$ cat src/rtl/pipe_hazard_ctrl_pkg.sv
// -----------------------------------------------------------------------------
// pipe_hazard_ctrl_pkg
// Shared definitions for the pipeline hazard controller:
//   - MDU tracker FSM state encodings
//   - default MDU latency
//   - packed control-bundle type and one constant per scheduler action
// No ports (package).
// -----------------------------------------------------------------------------
`ifndef PIPE_HAZARD_CTRL_PKG_SV
`define PIPE_HAZARD_CTRL_PKG_SV

package pipe_hazard_ctrl_pkg;

    // MDU tracker states
    localparam logic [0:0] ST_RUN      = 1'b0;
    localparam logic [0:0] ST_MDU_BUSY = 1'b1;

    // Cycles from an accepted mult/div start until HI/LO are readable
    localparam int MDU_LAT_DEFAULT = 32;

    // Stall and NOP-insert controls, one bundle per cycle
    typedef struct packed {
        logic stall_pc;
        logic stall_ifid;
        logic stall_idex;
        logic stall_exmem;
        logic flush_ifid;
        logic flush_idex;
        logic flush_exmem;
        logic flush_memwb;
    } ctrl_t;

    // Nothing held, nothing squashed
    localparam ctrl_t CTRL_NONE      = '{default: 1'b0};
    // Data memory not done: freeze everything up to MEM, bubble into WB
    localparam ctrl_t CTRL_MEM_WAIT  = '{stall_pc: 1'b1, stall_ifid: 1'b1,
                                         stall_idex: 1'b1, stall_exmem: 1'b1,
                                         flush_memwb: 1'b1, default: 1'b0};
    // Taken branch in EX: squash the two wrong-path instructions behind it
    localparam ctrl_t CTRL_BRANCH    = '{flush_ifid: 1'b1, flush_idex: 1'b1,
                                         default: 1'b0};
    // MDU already busy: keep the new mult/div in EX, bubble into MEM
    localparam ctrl_t CTRL_MDU_STRUCT = '{stall_pc: 1'b1, stall_ifid: 1'b1,
                                          stall_idex: 1'b1, flush_exmem: 1'b1,
                                          default: 1'b0};
    // Data dependency at ID: hold front end, bubble into EX
    localparam ctrl_t CTRL_ID_HOLD   = '{stall_pc: 1'b1, stall_ifid: 1'b1,
                                         flush_idex: 1'b1, default: 1'b0};

endpackage

`endif

$ cat src/rtl/pipe_hazard_ctrl_mdu_countdown.sv
// -----------------------------------------------------------------------------
// mdu_countdown
// Tracks multiply/divide unit occupancy. A load starts a countdown from
// i_load_val; the unit stays busy until the count reaches 1, then returns
// to RUN on the following edge. The count keeps running whatever the
// pipeline does, because the MDU itself never stalls.
// Ports:
//   clk         clock
//   i_reset     synchronous active-high reset (abandons any operation)
//   i_load      accept a new operation (only honoured in RUN)
//   i_load_val  initial count (MDU latency - 1)
//   o_busy      registered busy flag (state == ST_MDU_BUSY)
//   o_state     current FSM state, for observation
// -----------------------------------------------------------------------------
module mdu_countdown
    import pipe_hazard_ctrl_pkg::*;
#(
    parameter int CW = 6
) (
    input  logic          clk,
    input  logic          i_reset,
    input  logic          i_load,
    input  logic [CW-1:0] i_load_val,
    output logic          o_busy,
    output logic [0:0]    o_state
);

    logic [0:0]    r_state;
    logic [CW-1:0] r_cnt;

    always_ff @(posedge clk) begin
        if (i_reset) begin
            r_state <= ST_RUN;
            r_cnt   <= '0;
        end else begin
            case (r_state)
                ST_RUN: begin
                    if (i_load) begin
                        r_cnt   <= i_load_val;
                        r_state <= ST_MDU_BUSY;
                    end
                end
                ST_MDU_BUSY: begin
                    if (r_cnt == CW'(1)) begin
                        r_cnt   <= '0;
                        r_state <= ST_RUN;
                    end else begin
                        r_cnt <= r_cnt - CW'(1);
                    end
                end
            endcase
        end
    end

    assign o_busy  = (r_state == ST_MDU_BUSY);
    assign o_state = r_state;

endmodule

$ cat src/rtl/pipe_hazard_ctrl.sv
// -----------------------------------------------------------------------------
// pipe_hazard_ctrl
// Central stall/flush scheduler for the 5-stage MIPS pipeline. Detects
// data-memory wait, taken branch in EX, MDU structural conflict, load-use and
// MDU-read hazards, and drives pipeline-register holds and NOP inserts with
// zero-cycle latency. Exactly one action applies per cycle, highest first:
// mem_wait, branch, mdu_struct, load_use/mdu_rd.
//
// Handshake note: there is no valid/ready pair here; the stall outputs act as
// a "not ready" back to earlier stages, and a stage whose register is held
// keeps presenting the same instruction until the stall drops.
//
// Ports:
//   clk, reset          clock, synchronous active-high reset
//   id_*                ID-stage instruction info (valid, rs, rt, uses_rt,
//                       mfhi/mflo)
//   ex_memread, ex_rt   load in EX and its destination
//   ex_mdu_start        mult/div in EX
//   ex_branch_taken     branch/jump resolved taken in EX
//   mem_req, mem_ready  data memory access in MEM and its completion
//   stall_*             hold PC / IF-ID / ID-EX / EX-MEM
//   flush_*             load NOP into IF-ID / ID-EX / EX-MEM / MEM-WB
//   mdu_busy            MDU result not yet available (registered)
//   stall_cycles        saturating count of cycles with stall_pc=1
// -----------------------------------------------------------------------------
module pipe_hazard_ctrl
    import pipe_hazard_ctrl_pkg::*;
#(
    parameter int REGW    = 5,
    parameter int MDU_LAT = MDU_LAT_DEFAULT,  // >= 1
    parameter int CW      = 6                 // 2**CW > MDU_LAT
) (
    input  logic            clk,
    input  logic            reset,
    input  logic            id_valid,
    input  logic [REGW-1:0] id_rs,
    input  logic [REGW-1:0] id_rt,
    input  logic            id_uses_rt,
    input  logic            id_mdu_read,
    input  logic            ex_memread,
    input  logic [REGW-1:0] ex_rt,
    input  logic            ex_mdu_start,
    input  logic            ex_branch_taken,
    input  logic            mem_req,
    input  logic            mem_ready,
    output logic            stall_pc,
    output logic            stall_ifid,
    output logic            stall_idex,
    output logic            stall_exmem,
    output logic            flush_ifid,
    output logic            flush_idex,
    output logic            flush_exmem,
    output logic            flush_memwb,
    output logic            mdu_busy,
    output logic [31:0]     stall_cycles
);

    // With a single-cycle MDU the result is ready before any consumer can
    // reach ID, so the tracker is never armed.
    localparam bit            MDU_MULTI_CYCLE = (MDU_LAT > 1);
    localparam logic [CW-1:0] MDU_LOAD_VAL    = CW'(MDU_LAT - 1);

    logic        w_mem_wait;
    logic        w_load_use;
    logic        w_mdu_rd;
    logic        w_mdu_struct;
    logic        w_accept;
    logic        w_mdu_busy;
    logic [0:0]  w_mdu_state;
    ctrl_t       w_ctrl;
    logic [31:0] r_stall_cycles;

    // ---------------- hazard decode ----------------
    assign w_mem_wait   = mem_req & ~mem_ready;
    // $0 is hard-wired zero, so a load "into" it produces nothing to wait for
    assign w_load_use   = ex_memread & (ex_rt != '0) & id_valid &
                          ((ex_rt == id_rs) | (id_uses_rt & (ex_rt == id_rt)));
    // A start still in EX will occupy the MDU next cycle, so mfhi/mflo behind
    // it must wait just like behind a running operation.
    assign w_mdu_rd     = id_valid & id_mdu_read & (w_mdu_busy | ex_mdu_start);
    assign w_mdu_struct = ex_mdu_start & w_mdu_busy;

    // ---------------- priority mux ----------------
    always_comb begin
        w_ctrl = CTRL_NONE;
        if (!reset) begin
            if (w_mem_wait) begin
                w_ctrl = CTRL_MEM_WAIT;
            end else if (ex_branch_taken) begin
                // Anything in ID is wrong-path; its hazards are irrelevant
                w_ctrl = CTRL_BRANCH;
            end else if (w_mdu_struct) begin
                w_ctrl = CTRL_MDU_STRUCT;
            end else if (w_load_use || w_mdu_rd) begin
                w_ctrl = CTRL_ID_HOLD;
            end
        end
    end

    assign stall_pc    = w_ctrl.stall_pc;
    assign stall_ifid  = w_ctrl.stall_ifid;
    assign stall_idex  = w_ctrl.stall_idex;
    assign stall_exmem = w_ctrl.stall_exmem;
    assign flush_ifid  = w_ctrl.flush_ifid;
    assign flush_idex  = w_ctrl.flush_idex;
    assign flush_exmem = w_ctrl.flush_exmem;
    assign flush_memwb = w_ctrl.flush_memwb;

    // ---------------- MDU occupancy ----------------
    // A start moves on only when EX actually advances this cycle.
    assign w_accept = ex_mdu_start & ~reset & ~w_mem_wait &
                      ~ex_branch_taken & ~w_mdu_struct;

    mdu_countdown #(
        .CW(CW)
    ) u_mdu_countdown (
        .clk        (clk),
        .i_reset    (reset),
        .i_load     (w_accept & MDU_MULTI_CYCLE),
        .i_load_val (MDU_LOAD_VAL),
        .o_busy     (w_mdu_busy),
        .o_state    (w_mdu_state)
    );

    assign mdu_busy = (w_mdu_state == ST_MDU_BUSY) & w_mdu_busy;

    // ---------------- stall-cycle counter ----------------
    always_ff @(posedge clk) begin
        if (reset) begin
            r_stall_cycles <= '0;
        end else if (stall_pc && (r_stall_cycles != 32'hFFFF_FFFF)) begin
            r_stall_cycles <= r_stall_cycles + 32'd1;
        end
    end

    assign stall_cycles = r_stall_cycles;

endmodule
$ cat config.mk
export PLATFORM = sky130hd
export DESIGN_NAME = pipe_hazard_ctrl
export DESIGN_NICKNAME = d
export VERILOG_FILES = /design/src/rtl/pipe_hazard_ctrl_pkg.sv /design/src/rtl/pipe_hazard_ctrl_mdu_countdown.sv /design/src/rtl/pipe_hazard_ctrl.sv
export SDC_FILE = /design/constraint.sdc
export NUM_CORES = 1
export LEC_CHECK = 0
export CORE_AREA = 3 3 76 78
export DETAILED_ROUTE_END_ITERATION = 8
export DIE_AREA = 0 0 79 81
export PLACE_DENSITY = 0.85
export SETUP_SLACK_MARGIN = 0.2
export SKIP_CTS_REPAIR_TIMING = 1
export SYNTH_ARGS = -nofsm -noshare
export SYNTH_HDL_FRONTEND = slang
export SYNTH_SLANG_ARGS = --single-unit
$ cat constraint.sdc
create_clock -name clk -period 3.38 [get_ports clk]
set_clock_uncertainty 0.2 [all_clocks]
set_input_delay 0.676 -clock clk [delete_from_list [all_inputs] [get_ports clk]]
set_output_delay 0.676 -clock clk [all_outputs]
set_load 0.01 [all_outputs]
; Word-level counts from Yosys, hierarchy flattened
; Index checks and enable logic that the tools add are counted.
; Widths: inputs -> output; s select.
[op_classes]
addsub = 2
multipliers = 0
n_bitwise = 20
n_eq_ne = 5
n_mux = 11
div_mod_pow = 0
shifts = 0
n_lt_le_gt_ge = 0
n_reduce_logical = 3
[op_table]
columns = operator, n
row1 = $mux 8, 5
row2 = $add 32x1->32 const B, 1
row3 = $ne 32x32->1 const B, 1
row4 = $and 1x1->1, 12
row5 = $mux 6, 2
row6 = $pmux 6 s2, 1
row7 = $eq 5x5->1, 2
row8 = $eq 6x1->1 const B, 1
row9 = $not 1->1, 6
row10 = $sub 6x1->6 const B, 1
row11 = $reduce_bool 5->1, 1
row12 = $mux 1, 2
row13 = $ne 2x1->1 const B, 1
row14 = $or 1x1->1, 2
row15 = $pmux 1 s2, 1
row16 = $logic_and 1x1->1, 1
row17 = $logic_or 1x1->1, 1
[totals]
in_bits = 25
latch_bits = 0
elab_cells = 44
mem_count = 0
out_inout_bits = 41
ram_bits = 0
regBits = 39
romBits = 0

; Longest topological paths before layout
[logic_depth]
depth_word = 11
ltp_mapped = 9
ltp_nobuf = 7

; Modules after synthesis
; Synthesis repeated with hierarchy kept, for this count alone.
[unflattened]
hier_cells = 292
hier_area_um2 = 2406.1
[modules_own_cells]
columns = mod, cells_each, n_inst, seq_area_each_um2, area_per_inst_um2
row1 = pipe_hazard_ctrl, 240, 1, 640.6, 1956.9
row2 = mdu_countdown, 52, 1, 140.1, 449.2

; Worst setup path after synthesis
; No wires, ideal clock.
[synth_path]
kind = input to output
startpoint = input ex_rt[1]
endpoint = output stall_pc
slack_ps = 400
arrival_ps = 2104
cell_stages = 6
n_path_buf = 2
t_required_ps = 2504
path_cell_list = or4_1 > o21a_1 > a31oi_2 > buf_4 > inv_1 > buf_4
[synth_between]
elab_chain_len = 10
elab_cells_between_ends = 14
classes_between = 2 x eq/ne / 5 x mux / 5 x bitwise / 2 x reduce/logical
[synth_lines]
columns = item, line_no
row1 = from (decl), pipe_hazard_ctrl.sv:41  ; input logic [REGW-1:0] ex_rt,
row2 = $eq 5x5->1 / $reduce_bool 5->1 (equally long branches), "pipe_hazard_ctrl.sv:77, pipe_hazard_ctrl.sv:76"
row3 = "$and 1x1->1, on equally long branches", "pipe_hazard_ctrl.sv:77, pipe_hazard_ctrl.sv:76"
row4 = $or 1x1->1 / $and 1x1->1 (equally long branches), "pipe_hazard_ctrl.sv:77, pipe_hazard_ctrl.sv:76"
row5 = $and 1x1->1 (*), pipe_hazard_ctrl.sv:76  ; assign w_load_use = ex_memread & (ex_rt != '0) & id_valid &
row6 = $logic_or 1x1->1 (*), pipe_hazard_ctrl.sv:94  ; end else if (w_load_use || w_mdu_rd) begin
row7 = $mux 8 (*), pipe_hazard_ctrl.sv:94
row8 = $mux 8 (*), pipe_hazard_ctrl.sv:92  ; end else if (w_mdu_struct) begin
row9 = $mux 8 (*), pipe_hazard_ctrl.sv:89  ; end else if (ex_branch_taken) begin
row10 = $mux 8 (*), pipe_hazard_ctrl.sv:87  ; if (w_mem_wait) begin
row11 = $mux 8 (*), pipe_hazard_ctrl.sv:86  ; if (!reset) begin
row12 = to (decl), pipe_hazard_ctrl.sv:46  ; output logic stall_pc,
; Mark *: on every way between the ends. The rest lies on a longest branch, timed or not.

; Final worst setup path
[layout_path]
startpoint = input mem_req
endpoint = output flush_exmem
[layout_between]
elab_chain_len = 3
[layout_lines]
columns = item, line_no
row1 = from (decl), pipe_hazard_ctrl.sv:44  ; input logic mem_req,
row2 = $and 1x1->1, pipe_hazard_ctrl.sv:74  ; assign w_mem_wait = mem_req & ~mem_ready;
row3 = $mux 8, pipe_hazard_ctrl.sv:87
row4 = $mux 8, pipe_hazard_ctrl.sv:86
row5 = to (decl), pipe_hazard_ctrl.sv:52  ; output logic flush_exmem,
; No other way between the ends.

==> flow_summary.ini <==
[timing]
fin_ws_ps = 277
setup_viol = 0
whs_ps = 313
slew_headroom = 0.671
period_share = 0.918
tightest_slew_ps = 488
fmax_ghz = 0.322
maxSlewViolCount = 0
period_minus_slack_ps = 3100
hold_viol = 0
rsz0062_at_grt = no

[finish]
area_delta_synth_final_pct = 40.3
num_antenna_cells = 0
nFillCells = 466
fin_util = 0.626
design_area_sq_um = 3220
drive_above_1_share = 0.110
layout_commonest_cell = clkdlybuf4s50_1
layout_common_cells = clkdlybuf4s50_1, dfxtp_1, a21oi_1
nNetsFinal = 380

[critical_path]
crit_family = buffers and inverters
r2r_cells = 8
cp_common_cell = clkdlybuf4s50_1
crit_path_top_delay_cell = clkdlybuf4s50_1
timing.rr.end = stall_cycles[23]
crit_required_ps = 2500
start_kind = input port
crit_arrival_ps = 2230
worstPathCellList = clkdlybuf4s50_1, nor2b_1, nor2_1, and3_1, and2_1, clkdlybuf4s50_1
cp_max_fo = 2
max_stage_delay_ps = 480
worstPathBufferInverterCount = 2
cp-end-kind = primary output
crit-reg2reg-launch = u_mdu_countdown.o_busy
critPathKind = in2out
ff2ff_setup_slack_ps = 870
crit_cells = 6

[floorplan]
dieArea_sq_um = 6400
start_util = 0.446
fp.dieW_um = 79
fp.coreArea_sq_um = 5140
core.rowCount = 26
ios = 66
dieHeight_um = 81

[pwr]
p_sw_frac = 0.225
internal_power_uw = 836
p_leak_uw = 0.00115
power_density_nw_per_um2 = 335
p_switching_uw = 242
pwr-share-seq = 0.442
clkPwrFrac = 0.431
p_comb_frac = 0.128
p_total_uw = 1080
peakVddDrop_uv = 249

[synthesis]
ys_top_cells_by_area = dfxtp_1, a21oi_1, or3_1
synth_flop_cell = dfxtp_1
synth_top_area_frac = 0.340
yosysSeqAreaShare = 0.340
yosysTopAreaCell = dfxtp_1
syn_area_sq_um = 2290
ys_warn_count = 0
yosysUniqueCellTypes = 47
synth_edf_count = 0
ys_seq_elements = 39
avgSynthCellArea_sq_um = 8.22
ys_async_sr_fraction = 0
syn-num-nets = 307
synthCells = 279

[placed_design]
dpl-instance-area_sq_um = 3050
pre_cts_slack_ps = -233
port_buffers = 65
hpwl_mm = 4.51
place_congestion = 0.813

[detailed_routing]
via_per_inst = 5.74
dr.pass1.iters = 4
wirelength_mm = 6.06
postRouteAntennaNets = 0
drcViolationCount = 0
wl_per_cell_um = 14.3
vias = 2426
drt_iter0_markers = 102

[worst_hold_path]
hold_end = stall_cycles[22]
min_path_type = reg2reg
min_from = stall_cycles[22]
holdPathStages = 2

[cts]
cts_buffers = 5
htreeDepth = 2
clock_latency_ps = 290
clockBufferDepth = 2
root_buffer = clkbuf_8
cts.sinks = 39
cts_tree = yes
clkSlewWorstSetupHoldPaths_ps = 70

[global_route]
grt_pass1_vias = 2311
grt.overflow.total = 0
grt_pass1_wl_mm = 10.2
grt_max_degree = 43
grt_usage = 0.193
antenna_found_initial = 0

[job]
cap_violations = 0

[status]
status = finished clean
## synthesized netlist by cell type (all sizes together) (2+ instances only)
master,n
dfxtp,39
a21oi,30
nand2,21
nand3,21
o21ai,20
or3,19
or4,12
nor2,10
xnor2,10
o31ai,9
buf,8
inv,8
and3,7
and4,7
clkbuf,7
nand4,7
nor3,5
and2,3
ha,3
mux2i,3
nor3b,3
o21a,3
a211o,2
a31oi,2
nor2b,2
nor4,2
o41ai,2
or2,2
## how the worst max path moves through the flow
stage | endpoint | startpoint | slack (ps)
after floorplan | stall_pc | ex_rt[1] | 400
after global placement | flush_idex | ex_rt[1] | -210
after detailed placement | flush_idex | ex_rt[1] | -230
after CTS | flush_idex | ex_rt[1] | -240
after global routing | flush_idex | ex_rt[0] | 200
final | flush_exmem | mem_req | 280
## state kept, by name, summed over array words and instances (netlist names)
signal,flops
u_mdu_countdown.o_busy,1
stall_cycles,32
u_mdu_countdown.r_cnt,6
## layer usage
layer,global-route usage,vias up,share of wire,routed length (um)
li1,-,1200,-,-
met1,0.225,1146,0.43,2610
met2,0.356,73,0.50,3010
met3,0.0410,7,0.063,381
met4,0.0584,0,0.010,61
met5,0,-,0,0
## layout make-up
cell class | instances | area [sq um] | area share
multi-input cells | 217 | 1400 | 0.434
repair buffers | 81 | 788 | 0.245
flip-flops and latches | 39 | 781 | 0.243
well taps | 70 | 87.6 | 0.0272
clock buffers | 5 | 68.8 | 0.0214
clock inverters | 3 | 67.6 | 0.0210
inverters | 8 | 30.0 | 0.00933
## power groups by stage
stage	sequential [uW]	combinational, uW	clock, uW
3_3_place_gp	486	132	0
3_5_place_dp	487	136	0
4_1_cts	476	137	477
6_report	476	137	465
2_1_floorplan	484	74.2	0
5_1_grt	478	151	493
## worst register-to-register path: cells and delay by family, from the launching register on
family / cells / cell delay (ps)
simple gates: 2 / 800
compound gates: 4 / 530
buf+inv: 2 / 330
flops: 1 / 590
## cell families (layout without fill, tap and decap cells)
kind of cell / Yosys count / after routing / share of synthesized area
simple gates: 124 / 124 / 0.327
compound gates: 76 / 76 / 0.202
flops: 39 / 39 / 0.340
buf+inv: 23 / 97 / 0.0595
xor+xnor: 11 / 11 / 0.0420
fa+ha+maj: 3 / 3 / 0.0164
mux: 3 / 3 / 0.0131
## metrics by stage
| step | std cells | TNS, ps |
|---|---|---|
| finish | 423 | 0 |
| global route | 423 | 0 |
| CTS | 422 | -485 |
| detailed placement | 414 | -457 |
| global placement | 414 | -441 |
| floorplan | 279 | 0 |
No activity file was read; power rests on OpenSTA's default activity.
